`config.mk`:
```
export PLATFORM = sky130hd
export DESIGN_NAME = dma_controller_xfer_engine
export DESIGN_NICKNAME = d
export VERILOG_FILES = /design/src/rtl/dma_controller_xfer_engine.sv
export SDC_FILE = /design/constraint.sdc
export NUM_CORES = 1
export LEC_CHECK = 0
export ABC_CLOCK_PERIOD_IN_PS = 5500
export BUFFER_PORTS_ARGS = -buffer_cell sky130_fd_sc_hd__buf_2
export CAP_MARGIN = 20
export CORE_ASPECT_RATIO = 0.9
export CORE_MARGIN = 5
export CORE_UTILIZATION = 50
export CTS_BUF_LIST = sky130_fd_sc_hd__clkbuf_16
export CTS_CLUSTER_DIAMETER = 60
export DETAILED_ROUTE_END_ITERATION = 16
export PLACE_DENSITY = 0.76
export SYNTH_ARGS = -nofsm -noshare
export SYNTH_HDL_FRONTEND = slang
export SYNTH_SLANG_ARGS = --single-unit
```
`constraint.sdc`:
```
create_clock -name clk_i -period 5.5 [get_ports clk_i]
set_clock_uncertainty 0.2 [all_clocks]
set_input_delay 0.825 -clock clk_i [delete_from_list [all_inputs] [get_ports clk_i]]
set_output_delay 0.825 -clock clk_i [all_outputs]
set_load 0.05 [all_outputs]
```
`src/rtl/dma_controller_xfer_engine.sv`:
```
// DMA transfer engine: accepts a granted channel from the arbiter and moves one
// data beat for it (Avalon-MM read from src, then write to dst), keeping the
// per-channel working address/count registers and pulsing ack/tc/err back.
//
// state    | meaning
// ---------+------------------------------------------------------------
// IDLE     | ready for a grant; latches channel and its src/dst/cnt
// RD_REQ   | read strobe on the bus at src, held through waitrequest
// RD_WAIT  | waiting for readdatavalid, captures the read data
// WR_REQ   | write strobe on the bus at dst, held through waitrequest
// DONE     | ack (and tc/err) visible for one cycle, then back to IDLE
module dma_controller_xfer_engine #(
    parameter int CHANNELS_AMOUNT = 4,
    parameter int CHANNEL_CNT_W   = $clog2(CHANNELS_AMOUNT),
    parameter int ADDR_W          = 32,
    parameter int DATA_W          = 32,
    parameter int CNT_W           = 16
) (
    input  logic                              clk_i,
    input  logic                              rst_i,
    input  logic                              req_valid_i,
    input  logic [CHANNEL_CNT_W-1:0]          req_num_i,
    output logic                              ready_o,
    input  logic [CHANNELS_AMOUNT-1:0]        cfg_load_i,
    input  logic [CHANNELS_AMOUNT*ADDR_W-1:0] cfg_src_addr_i,
    input  logic [CHANNELS_AMOUNT*ADDR_W-1:0] cfg_dst_addr_i,
    input  logic [CHANNELS_AMOUNT*CNT_W-1:0]  cfg_cnt_i,
    input  logic [CHANNELS_AMOUNT-1:0]        cfg_src_inc_i,
    input  logic [CHANNELS_AMOUNT-1:0]        cfg_dst_inc_i,
    output logic [CHANNELS_AMOUNT-1:0]        ack_o,
    output logic [CHANNELS_AMOUNT-1:0]        tc_o,
    output logic [CHANNELS_AMOUNT-1:0]        err_o,
    output logic [ADDR_W-1:0]                 m_address_o,
    output logic                              m_read_o,
    output logic                              m_write_o,
    output logic [DATA_W-1:0]                 m_writedata_o,
    input  logic [DATA_W-1:0]                 m_readdata_i,
    input  logic                              m_readdatavalid_i,
    input  logic                              m_waitrequest_i
);

    localparam logic [ADDR_W-1:0]        BEAT_BYTES = ADDR_W'(DATA_W / 8);
    localparam logic [CHANNEL_CNT_W:0]   CH_LIMIT   = (CHANNEL_CNT_W + 1)'(CHANNELS_AMOUNT);

    typedef enum logic [2:0] {
        S_IDLE,
        S_RD_REQ,
        S_RD_WAIT,
        S_WR_REQ,
        S_DONE
    } state_t;

    state_t                   state;
    logic [ADDR_W-1:0]        src_r [CHANNELS_AMOUNT];
    logic [ADDR_W-1:0]        dst_r [CHANNELS_AMOUNT];
    logic [CNT_W-1:0]         cnt_r [CHANNELS_AMOUNT];
    logic [CHANNEL_CNT_W-1:0] ch;
    logic                     ch_ok;
    logic [ADDR_W-1:0]        cur_src;
    logic [ADDR_W-1:0]        cur_dst;
    logic [CNT_W-1:0]         cur_cnt;
    logic                     reload;
    logic                     req_ok;
    logic                     load_active;

    // Out-of-range grants become a silent error beat on a dummy index.
    assign req_ok      = ({1'b0, req_num_i} < CH_LIMIT);
    assign load_active = ch_ok && cfg_load_i[ch];

    // Beat sequencer, per-channel working registers and registered bus/status outputs.
    always_ff @(posedge clk_i) begin
        if (rst_i) begin
            state         <= S_IDLE;
            ready_o       <= 1'b0;
            ack_o         <= '0;
            tc_o          <= '0;
            err_o         <= '0;
            m_address_o   <= '0;
            m_read_o      <= 1'b0;
            m_write_o     <= 1'b0;
            m_writedata_o <= '0;
            ch            <= '0;
            ch_ok         <= 1'b0;
            cur_src       <= '0;
            cur_dst       <= '0;
            cur_cnt       <= '0;
            reload        <= 1'b0;
            for (int i = 0; i < CHANNELS_AMOUNT; i++) begin
                src_r[i] <= '0;
                dst_r[i] <= '0;
                cnt_r[i] <= '0;
            end
        end else begin
            ack_o <= '0;
            tc_o  <= '0;
            err_o <= '0;

            case (state)
                S_IDLE: begin
                    ready_o <= 1'b1;
                    if (req_valid_i && ready_o) begin
                        ready_o <= 1'b0;
                        ch      <= req_num_i;
                        ch_ok   <= req_ok;
                        reload  <= 1'b0;
                        if (req_ok) begin
                            cur_src <= src_r[req_num_i];
                            cur_dst <= dst_r[req_num_i];
                            cur_cnt <= cnt_r[req_num_i];
                        end
                        if (!req_ok || cnt_r[req_num_i] == '0) begin
                            state <= S_DONE;
                            if (req_ok) begin
                                ack_o[req_num_i] <= 1'b1;
                                err_o[req_num_i] <= 1'b1;
                            end
                        end else begin
                            state       <= S_RD_REQ;
                            m_read_o    <= 1'b1;
                            m_address_o <= src_r[req_num_i];
                        end
                    end
                end
                S_RD_REQ: begin
                    if (!m_waitrequest_i) begin
                        m_read_o <= 1'b0;
                        state    <= S_RD_WAIT;
                    end
                end
                S_RD_WAIT: begin
                    if (m_readdatavalid_i) begin
                        m_writedata_o <= m_readdata_i;
                        m_address_o   <= cur_dst;
                        m_write_o     <= 1'b1;
                        state         <= S_WR_REQ;
                    end
                end
                S_WR_REQ: begin
                    if (!m_waitrequest_i) begin
                        m_write_o <= 1'b0;
                        state     <= S_DONE;
                        if (ch_ok) begin
                            ack_o[ch] <= 1'b1;
                            // A fresh load during the beat owns the registers; skip write-back.
                            if (!(reload || cfg_load_i[ch])) begin
                                src_r[ch] <= cfg_src_inc_i[ch] ? cur_src + BEAT_BYTES : cur_src;
                                dst_r[ch] <= cfg_dst_inc_i[ch] ? cur_dst + BEAT_BYTES : cur_dst;
                                cnt_r[ch] <= cur_cnt - CNT_W'(1);
                                if (cur_cnt == CNT_W'(1))
                                    tc_o[ch] <= 1'b1;
                            end
                        end
                    end
                end
                S_DONE: begin
                    state   <= S_IDLE;
                    ready_o <= 1'b1;
                end
                default: begin
                    state     <= S_IDLE;
                    m_read_o  <= 1'b0;
                    m_write_o <= 1'b0;
                end
            endcase

            if (state != S_IDLE && load_active)
                reload <= 1'b1;

            // Loads come last so they win over a coincident write-back.
            for (int i = 0; i < CHANNELS_AMOUNT; i++) begin
                if (cfg_load_i[i]) begin
                    src_r[i] <= cfg_src_addr_i[i*ADDR_W +: ADDR_W];
                    dst_r[i] <= cfg_dst_addr_i[i*ADDR_W +: ADDR_W];
                    cnt_r[i] <= cfg_cnt_i[i*CNT_W +: CNT_W];
                end
            end
        end
    end

endmodule

```
Yosys cells after proc, flatten, opt, wreduce, memory -nomap -nowiden
Memory sizes are Yosys's and may differ from the RTL's. A register that Yosys moved wholly into a read port is not among the register bits.
Cells that the tools add are included.
{ "classes": {"add_sub_neg": 3, "order_cmp": 4, "eq_ne": 10, "n_mux": 70, "n_bitwise": 18, "reduce_logical": 24} }
{ "ops": {"columns": ["operator", "n"], "rows": [
  ["$mux 32", 13],
  ["$add 32x3->32 const B", 2],
  ["$mux 16", 4],
  ["$pmux 32 s2", 1],
  ["$mux 1", 33],
  ["$eq 16x1->1 const B", 1],
  ["$logic_not 16->1", 1],
  ["$mux 4", 4],
  ["$sub 16x1->16 const B", 1],
  ["$mux 3", 5],
  ["$or 1x1->1", 12],
  ["$pmux 3 s4", 1],
  ["$reduce_and 4->1", 3],
  ["$ne 2x2->1 const B", 5],
  ["$pmux 4 s2", 1],
  ["$reduce_bool 2->1", 4],
  ["$bmux 1 s2", 3],
  ["$eq 3x2->1 const B", 2],
  ["$lt 2x3->1 const B", 2],
  ["$not 1->1", 6],
  ["$pmux 1 s3", 2],
  ["$reduce_and 2->1", 3],
  ["$reduce_or 3->1", 2],
  ["$reduce_or 6->1", 1],
  ["other kinds (11)", 17]
]} }
{ "word_totals": {"output_inout_bits": 79, "n_memories": 3, "ramBits": 320, "word_cells": 146, "in_bits": 371, "regBits": 134} }
{ "mem_list": {"columns": ["memory", "words", "width", "read_ports", "rd_ports_with_merged_regs", "wr", "line", "text"], "rows": [
  ["dst_r", 4, 32, 1, 1, 5, "55", "logic [ADDR_W-1:0] dst_r [CHANNELS_AMOUNT];"],
  ["src_r", 4, 32, 1, 0, 5, "54", "logic [ADDR_W-1:0] src_r [CHANNELS_AMOUNT];"],
  ["cnt_r", 4, 16, 1, 0, 5, "56", "logic [CNT_W-1:0] cnt_r [CHANNELS_AMOUNT];"]
]} }

Logic depth before layout (Yosys ltp)
Gate-level depths: netlist of the first run.
{ "logic_depth": {"ltp_word": 9, "mapped_depth": 9, "mapped_depth_nobuf": 6} }

Least setup slack after synthesis of the first run
Ideal clock, no wire load.
{ "synth_path": {"kind": "input to register", "from": "input cfg_load_i[3]", "to": "memory cnt_r[0][0], enable pin", "setup_time_ps": 442, "t_required_ps": 4858, "stages": 5, "t_arrival_ps": 4179, "slack_ps": 679, "path_buffers": 1, "cell_sequence": "mux4_2 > or4_4 > buf_6 > nor3_1 > or3_1"} }
{ "synth_lines": {"columns": ["item", "line", "text"], "rows": [
  ["start, declared", "24", "input logic [CHANNELS_AMOUNT-1:0] cfg_load_i,"],
  ["end, declared", "56", null]
]} }

==> results of run 1 <==
-- logic make-up after synthesis --
| logic type | share of synthesized area |
|---|---|
| compound gates | 0.1209 |
| buf+inv | 0.03224 |
| mux | 0.09639 |
| fa+ha+maj | 0.002224 |
| simple gates | 0.1465 |
| xor+xnor | 0.02724 |
| flops | 0.5746 |
-- worst register-to-register path: cells and delay by family (launching register included) --
kind	cells	cell delay, ns
AO/OA/AOI/OAI	1	0.43
buffers and inverters	1	0.44
flip-flops	1	0.71
multiplexers	1	0.61
AND/OR/NAND/NOR	2	1.37
-- cell type report --
type,instances,area share
sequential,486,0.4814
antenna,4,0.0003726
timing repair buffer,482,0.09594
multi-input combinational,1455,0.3321
tap,600,0.02794
clock inverter,42,0.01104
clock buffer,53,0.04937
inverter,13,0.001816
-- power groups by stage --
stage          logic (W)  registers (W)  clock network, W
6_report         0.00114        0.00430           0.00336
5_1_grt          0.00122        0.00433           0.00355
4_1_cts          0.00113        0.00430           0.00339
3_5_place_dp     0.00112        0.00438                 0
3_3_place_gp     0.00110        0.00436                 0
2_1_floorplan   0.000586        0.00444                 0
-- cell usage in the layout, fill, tap and decap left out, types with 4 or more instances in the layout --
cell type and n:
nand2_1 552, buf_2 446, edfxtp_1 320, o21ai_0 278, dfxtp_1 166, a21oi_1 120, mux4_2 83, nor2_1 69
xnor2_1 54, clkbuf_16 53, a221oi_1 31, mux2i_1 30, nor4_1 28, inv_1 28, buf_4 27, nand3_1 24
nand4_1 23, nor3_1 22, o21ai_1 18, xor2_1 16, a22o_1 16, clkinv_1 11, and4_1 9, or2_2 8
a211o_1 8, or4_1 6, and3_1 5, clkinv_2 5, buf_12 5, diode_2 4, nor2b_4 4, a311oi_1 4
or3_4 4, ha_1 4, bufinv_16 4, clkinvlp_4 4
-- per-layer routing --
| metal | routed length, um | part of all wire | track usage |
|---|---|---|---|
| met1 | 29200 | 0.38 | 0.4116 |
| met2 | 35260 | 0.46 | 0.4652 |
| met3 | 9613 | 0.12 | 0.08468 |
| met4 | 2970 | 0.039 | 0.1114 |
| met5 | 47 | 0.00061 | 0 |
-- sequential cells by signal, indices dropped and copies added (netlist names), 16 cells and up --
register and count:
m_address_o 32, cnt_r 64, cur_cnt 16, dst_r 128, m_writedata_o 32, cur_dst 32, src_r 128, cur_src 32
-- metrics by stage --
step                total power [W]    util  hold slack [ns]
floorplan                  0.005024       -           0.2494
global placement           0.005462  0.5675           0.2386
detailed placement         0.005495  0.5675           0.2439
CTS                        0.008814  0.6041           0.2483
global route               0.009095  0.6050           0.2577
finish                     0.008810  0.6052           0.2499
-- cells in the mapped netlist (4+ instances only) --
| master | instances |
|---|---|
| o21ai_1 | 19 |
| inv_1 | 13 |
| edfxtp_1 | 320 |
| xnor2_1 | 54 |
| dfxtp_1 | 166 |
| a21oi_1 | 120 |
| or4_1 | 6 |
| xor2_1 | 16 |
| buf_6 | 5 |
| nand2_1 | 553 |
| nor2_1 | 70 |
| buf_2 | 10 |
| a311oi_1 | 4 |
| clkbuf_1 | 138 |
| a22o_1 | 16 |
| a211o_1 | 8 |
| or2_2 | 6 |
| a221oi_1 | 31 |
| nor2b_1 | 7 |
| or3_1 | 7 |
| and3_1 | 5 |
| nor4_1 | 28 |
| o21ai_0 | 278 |
| nor3_1 | 23 |
| mux2i_1 | 30 |
| mux4_2 | 83 |
| nand3_1 | 24 |
| nand4_1 | 23 |
| and4_1 | 9 |
| ha_1 | 4 |
| buf_1 | 14 |
-- worst paths after layout --
check	start	slack, ns	endpoint	cells past startpoint
min reg2reg	m_writedata_o[7]	0.25	m_writedata_o[7]	2
max reg2reg	ch[1]	1.56	src_r[0][10]	5
min	m_writedata_o[7]	0.25	m_writedata_o[7]	2
max	ch[1]	1.56	src_r[0][10]	5
==> impl_metrics.env, run 1 <==
export IMPL_start_util=0.5070
export IMPL_die_w_um=233.6
export IMPL_pwr_density_cell_mw_per_mm2=327.9
export IMPL_preCtsSetupSlack_ns=1.277
export IMPL_stdcell_count=3135
export IMPL_ant_nets=0
export IMPL_drv_slew=0
export IMPL_crit_path_max_fanout=50
export IMPL_antenna_found_initial=7
export IMPL_synthTopCellsByArea="edfxtp_1 (43%), dfxtp_1 (15%), nand2_1 (9.2%), mux4_2 (8.3%), o21ai_0 (6.2%)"
export IMPL_drv_cap=0
export IMPL_overflow=0
export IMPL_synthDistinctLibCells=50
export IMPL_synth_async_reset_ratio=0
export IMPL_clockRootBuffer="clkbuf_16"
export IMPL_combPwrFrac=0.130
export IMPL_setup_viol=0
export IMPL_dieArea_sq_mm=0.04936
export IMPL_multi_input_area_sq_mm=0.008922
export IMPL_cts_setup_buffers=0
export IMPL_synth_avg_cell_area_sq_um=10.61
export IMPL_fin_area_sq_mm=0.02686
export IMPL_peakVddDrop_v=0.0002221
export IMPL_clock_fmax_mhz=253.8
export IMPL_path_delay_family="simple AND/OR/NAND/NOR gates"
export IMPL_cp_slowest_cell="or3_2"
export IMPL_crit_arrival_ns=4.14
export IMPL_post_route_drc_count=0
export IMPL_yosysTopAreaCell="edfxtp_1"
export IMPL_critPathBufInv=1
export IMPL_slew_headroom=0.2689
export IMPL_rsz0062_at_grt="no"
export IMPL_dr_pass1_iters=5
export IMPL_place_gp_congestion=0.8886
export IMPL_worstPathRequired_ns=5.70
export IMPL_num_rows=73
export IMPL_switching_share=0.2616
export IMPL_layout_drive_gt1_share=0.2596
export IMPL_clkSinkCount=486
export IMPL_grt_pass1_wl_um=113100
export IMPL_cts_resized=0
export IMPL_cp_start_kind="register"
export IMPL_core_area_sq_mm=0.04439
export IMPL_io_pins=450
export IMPL_grt_usage=0.3014
export IMPL_yosysWarnings=0
export IMPL_routedWlPerCell_um=24.59
export IMPL_synth_flop_cell="edfxtp_1"
export IMPL_syn_nets=2496
export IMPL_hold_violations=0
export IMPL_setup_tns_ns=0
export IMPL_placed_area_sq_mm=0.02519
export IMPL_register_area_sq_mm=0.01293
export IMPL_num_nets_final=2864
export IMPL_port_buffers=449
export IMPL_p_switching_w=0.002305
export IMPL_synthCells=2121
export IMPL_dpl_cell_count=3033
export IMPL_crit_chain="mux4_2 -> or4_4 -> or3_2 -> buf_4 -> o21ai_0"
export IMPL_cts_tree="done"
export IMPL_p_leak_nw=10.29
export IMPL_clockBufferDepth=3
export IMPL_vias_per_cell=6.078
export IMPL_status="complete, no violations"
export IMPL_syn_to_final_growth_pct=19.36
export IMPL_yosysSeqAreaShare=0.5746
export IMPL_layout_setup_ws_ns=1.560
export IMPL_cts_made_buffers=51
export IMPL_htreeDepth=2
export IMPL_syn_area_sq_mm=0.02251
export IMPL_post_dp_hpwl_um=52900
export IMPL_wirelength_um=77100
export IMPL_cp_slowest_stage_delay_ns=0.79
export IMPL_grt_pass1_vias=18700
export IMPL_path_class="register to register"
export IMPL_grt_max_degree=84
export IMPL_drt_iter0_markers=2401
export IMPL_cts_hold_buf=0
export IMPL_cp_end_kind="register"
export IMPL_die_height_um=211.3
export IMPL_intPower_w=0.006505
export IMPL_fin_crit_sh=0.7164
export IMPL_tightest_slew_ns=1.097
export IMPL_nFillCells=3621
export IMPL_path_clk_slew_ns=0.06
export IMPL_synth_seq_cells=486
export IMPL_dr_total_vias=19060
export IMPL_hp_class="register to register"
export IMPL_clockPowerShare=0.382
export IMPL_period_needed_ns=3.940
export IMPL_synth_top_area_share=0.4269
export IMPL_p_seq_frac=0.489
export IMPL_synth_edf_count=320
export IMPL_worstSkewPairLatency_ns=0.60
Note: power is estimated with default switching activity, not from simulation.
==> inputs of run 2 (changes only) <==
--- a/config.mk
+++ b/config.mk
@@ -5,7 +5,7 @@
 export SDC_FILE = /design/constraint.sdc
 export NUM_CORES = 1
 export LEC_CHECK = 0
-export ABC_CLOCK_PERIOD_IN_PS = 5500
+export ABC_CLOCK_PERIOD_IN_PS = 4000
 export BUFFER_PORTS_ARGS = -buffer_cell sky130_fd_sc_hd__buf_2
 export CAP_MARGIN = 20
 export CORE_ASPECT_RATIO = 0.9
==> constraint.sdc (replaced) <==
create_clock -name clk_i -period 4 [get_ports clk_i]
set_clock_uncertainty 0.2 [all_clocks]
set_input_delay 0.6 -clock clk_i [delete_from_list [all_inputs] [get_ports clk_i]]
set_output_delay 0.6 -clock clk_i [all_outputs]
set_load 0.05 [all_outputs]
==> run 2 against run 1 <==
Count of clock-buffer cells in the layout rose by 1. Setup slack worse by 0.84 ns. Worst hold slack worse by 0.20 ns. Cell count is 0.61% higher. Sequential share of layout area decreased by 0.36 points. Via count rose by 0.62%. Register-to-register slack got worse by 0.84 ns. Core utilization increased by 0.46 points. Sequential power rose by 37%.
==> impl_metrics.env, run 2 (synthesis results as in run 1) <==
export IMPL_crit_chain="mux4_2 -> or4_4 -> or3_2 -> buf_4 -> o21ai_0"
export IMPL_crit_arrival_ns=3.48
export IMPL_num_nets_final=2885
export IMPL_post_route_drc_count=0
export IMPL_cts_hold_buf=0
export IMPL_rr_startpoint="ch[0]"
export IMPL_clockBufferDepth=3
export IMPL_pwr_density_cell_mw_per_mm2=443.1
export IMPL_switching_share=0.2608
export IMPL_grt_max_degree=83
export IMPL_crit_path_max_fanout=30
export IMPL_antenna_found_initial=7
export IMPL_htreeDepth=2
export IMPL_overflow=0
export IMPL_ant_nets=0
export IMPL_port_buffers=449
export IMPL_top_regs="dst_r x128, src_r x128, cnt_r x64"
export IMPL_hold_violations=0
export IMPL_place_gp_congestion=0.8670
export IMPL_routedWlPerCell_um=24.38
export IMPL_hp_class="primary input to register"
export IMPL_r2r_end="src_r[0][22]"
export IMPL_layout_setup_ws_ns=0.7180
export IMPL_p_seq_frac=0.493
export IMPL_die_height_um=211.3
export IMPL_syn_to_final_growth_pct=20.26
export IMPL_grt_pass1_vias=19060
export IMPL_drv_cap=0
export IMPL_core_area_sq_mm=0.04439
export IMPL_cts_tree="done"
export IMPL_preCtsSetupSlack_ns=0.4313
export IMPL_drv_slew=0
export IMPL_vias_per_cell=6.079
export IMPL_cts_resized=0
export IMPL_dr_total_vias=19170
export IMPL_min_from="m_readdata_i[17]"
export IMPL_clock_fmax_mhz=304.7
export IMPL_combPwrFrac=0.134
export IMPL_worstRegToRegCells=5
export IMPL_path_clk_slew_ns=0.06
export IMPL_grt_pass1_wl_um=114100
export IMPL_clockRootBuffer="clkbuf_16"
export IMPL_io_pins=450
export IMPL_cp_slowest_stage_delay_ns=0.76
export IMPL_p_leak_nw=10.43
export IMPL_peakVddDrop_v=0.0003264
export IMPL_setup_tns_ns=0
export IMPL_die_w_um=233.6
export IMPL_tightest_slew_ns=1.095
export IMPL_path_class="register to register"
export IMPL_p_switching_w=0.003127
export IMPL_rsz0062_at_grt="no"
export IMPL_slew_headroom=0.2677
export IMPL_worstSkewPairLatency_ns=0.60
export IMPL_dr_pass1_iters=6
export IMPL_min_path_cells=3
export IMPL_clkSinkCount=486
export IMPL_num_rows=73
export IMPL_dieArea_sq_mm=0.04936
export IMPL_cp_end_kind="register"
export IMPL_drt_iter0_markers=2421
export IMPL_layout_drive_gt1_share=0.2645
export IMPL_fin_crit_sh=0.8205
export IMPL_clockPowerShare=0.374
export IMPL_post_dp_hpwl_um=53760
export IMPL_cp_start_kind="register"
export IMPL_hold_path_end="m_writedata_o[17]"
export IMPL_worstPathRequired_ns=4.20
export IMPL_reg2reg_setup_slack_ns=0.72
export IMPL_cts_setup_buffers=0
export IMPL_intPower_w=0.008866
export IMPL_final_cell_mix="nand2_1 (552), buf_2 (446), edfxtp_1 (320), o21ai_0 (278), dfxtp_1 (166)"
export IMPL_grt_usage=0.3033
export IMPL_period_needed_ns=3.282
export IMPL_status="complete, no violations"
export IMPL_wirelength_um=76900
export IMPL_setup_viol=0
export IMPL_start_util=0.5070
export IMPL_cp_slowest_cell="or3_2"
export IMPL_mostFrequentLayoutCell="nand2_1"
export IMPL_cts_made_buffers=50
## run 2: cell types whose count changed in the layout (fill, tap and decap cells not counted), sizes merged
cell      change
buf          +23
inv           +5
bufinv        -2
clkinvlp      -1
clkinv        -4
diode         -2
## run 2: final cells by class
| class | instances | area (sq um) |
|---|---|---|
| fill | 3664 | 17320 |
| clock buffer | 54 | 1351 |
| inverter | 13 | 48.80 |
| multi-input combinational | 1455 | 8922 |
| tap | 600 | 750.7 |
| sequential | 486 | 12930 |
| timing repair buffer | 504 | 2833 |
| clock inverter | 40 | 225.2 |
| antenna | 2 | 5.005 |
## run 2: worst max-delay path by stage
stage | start | endpoint | slack (ns)
after detailed placement | cfg_load_i[1] | src_r[0][22] | 0.43
after global placement | cfg_load_i[1] | src_r[0][31] | 0.48
after floorplan | cfg_load_i[3] | cnt_r[0][0] | 0.18
after CTS | ch[0] | src_r[0][22] | 0.75
after global routing | ch[0] | src_r[0][10] | 0.65
final | ch[0] | src_r[0][22] | 0.72
## run 2: critical path: cells and delay by family, from the launching register on
kind	cells	cell delay [ns]
mux	1	0.39
flops	1	0.52
simple gates	2	1.33
buf+inv	1	0.37
compound gates	1	0.25
## run 2: through the flow
stage	total power (W)	cells	util	hold slack (ns)	instance area, sq um
after detailed placement	0.007592	3058	0.5742	0.2430	25490
after global routing	0.01240	3152	0.6097	0.03389	27060
after global placement	0.007528	3057	0.5735	0.2389	25460
final	0.01199	3154	0.6098	0.05451	27070
after CTS	0.01202	3152	0.6097	0.02438	27060
after floorplan	0.006903	2121	-	0.2494	22510
## run 2: power by group through the flow
stage                     combinational (W)  sequential, W  clock [W]
after floorplan                    0.000807        0.00610          0
after global placement              0.00154        0.00599          0
after detailed placement            0.00158        0.00601          0
after CTS                           0.00159        0.00591    0.00452
after global routing                0.00171        0.00594    0.00475
final                               0.00160        0.00591    0.00448
## run 2: routing by layer
metal	GRT usage	up-vias	share of wire
li1	-	8471	-
met2	0.4801	1250	0.47
met3	0.06559	158	0.11
met1	0.4199	9283	0.39
met4	0.1045	12	0.035
met5	0	-	0.0011
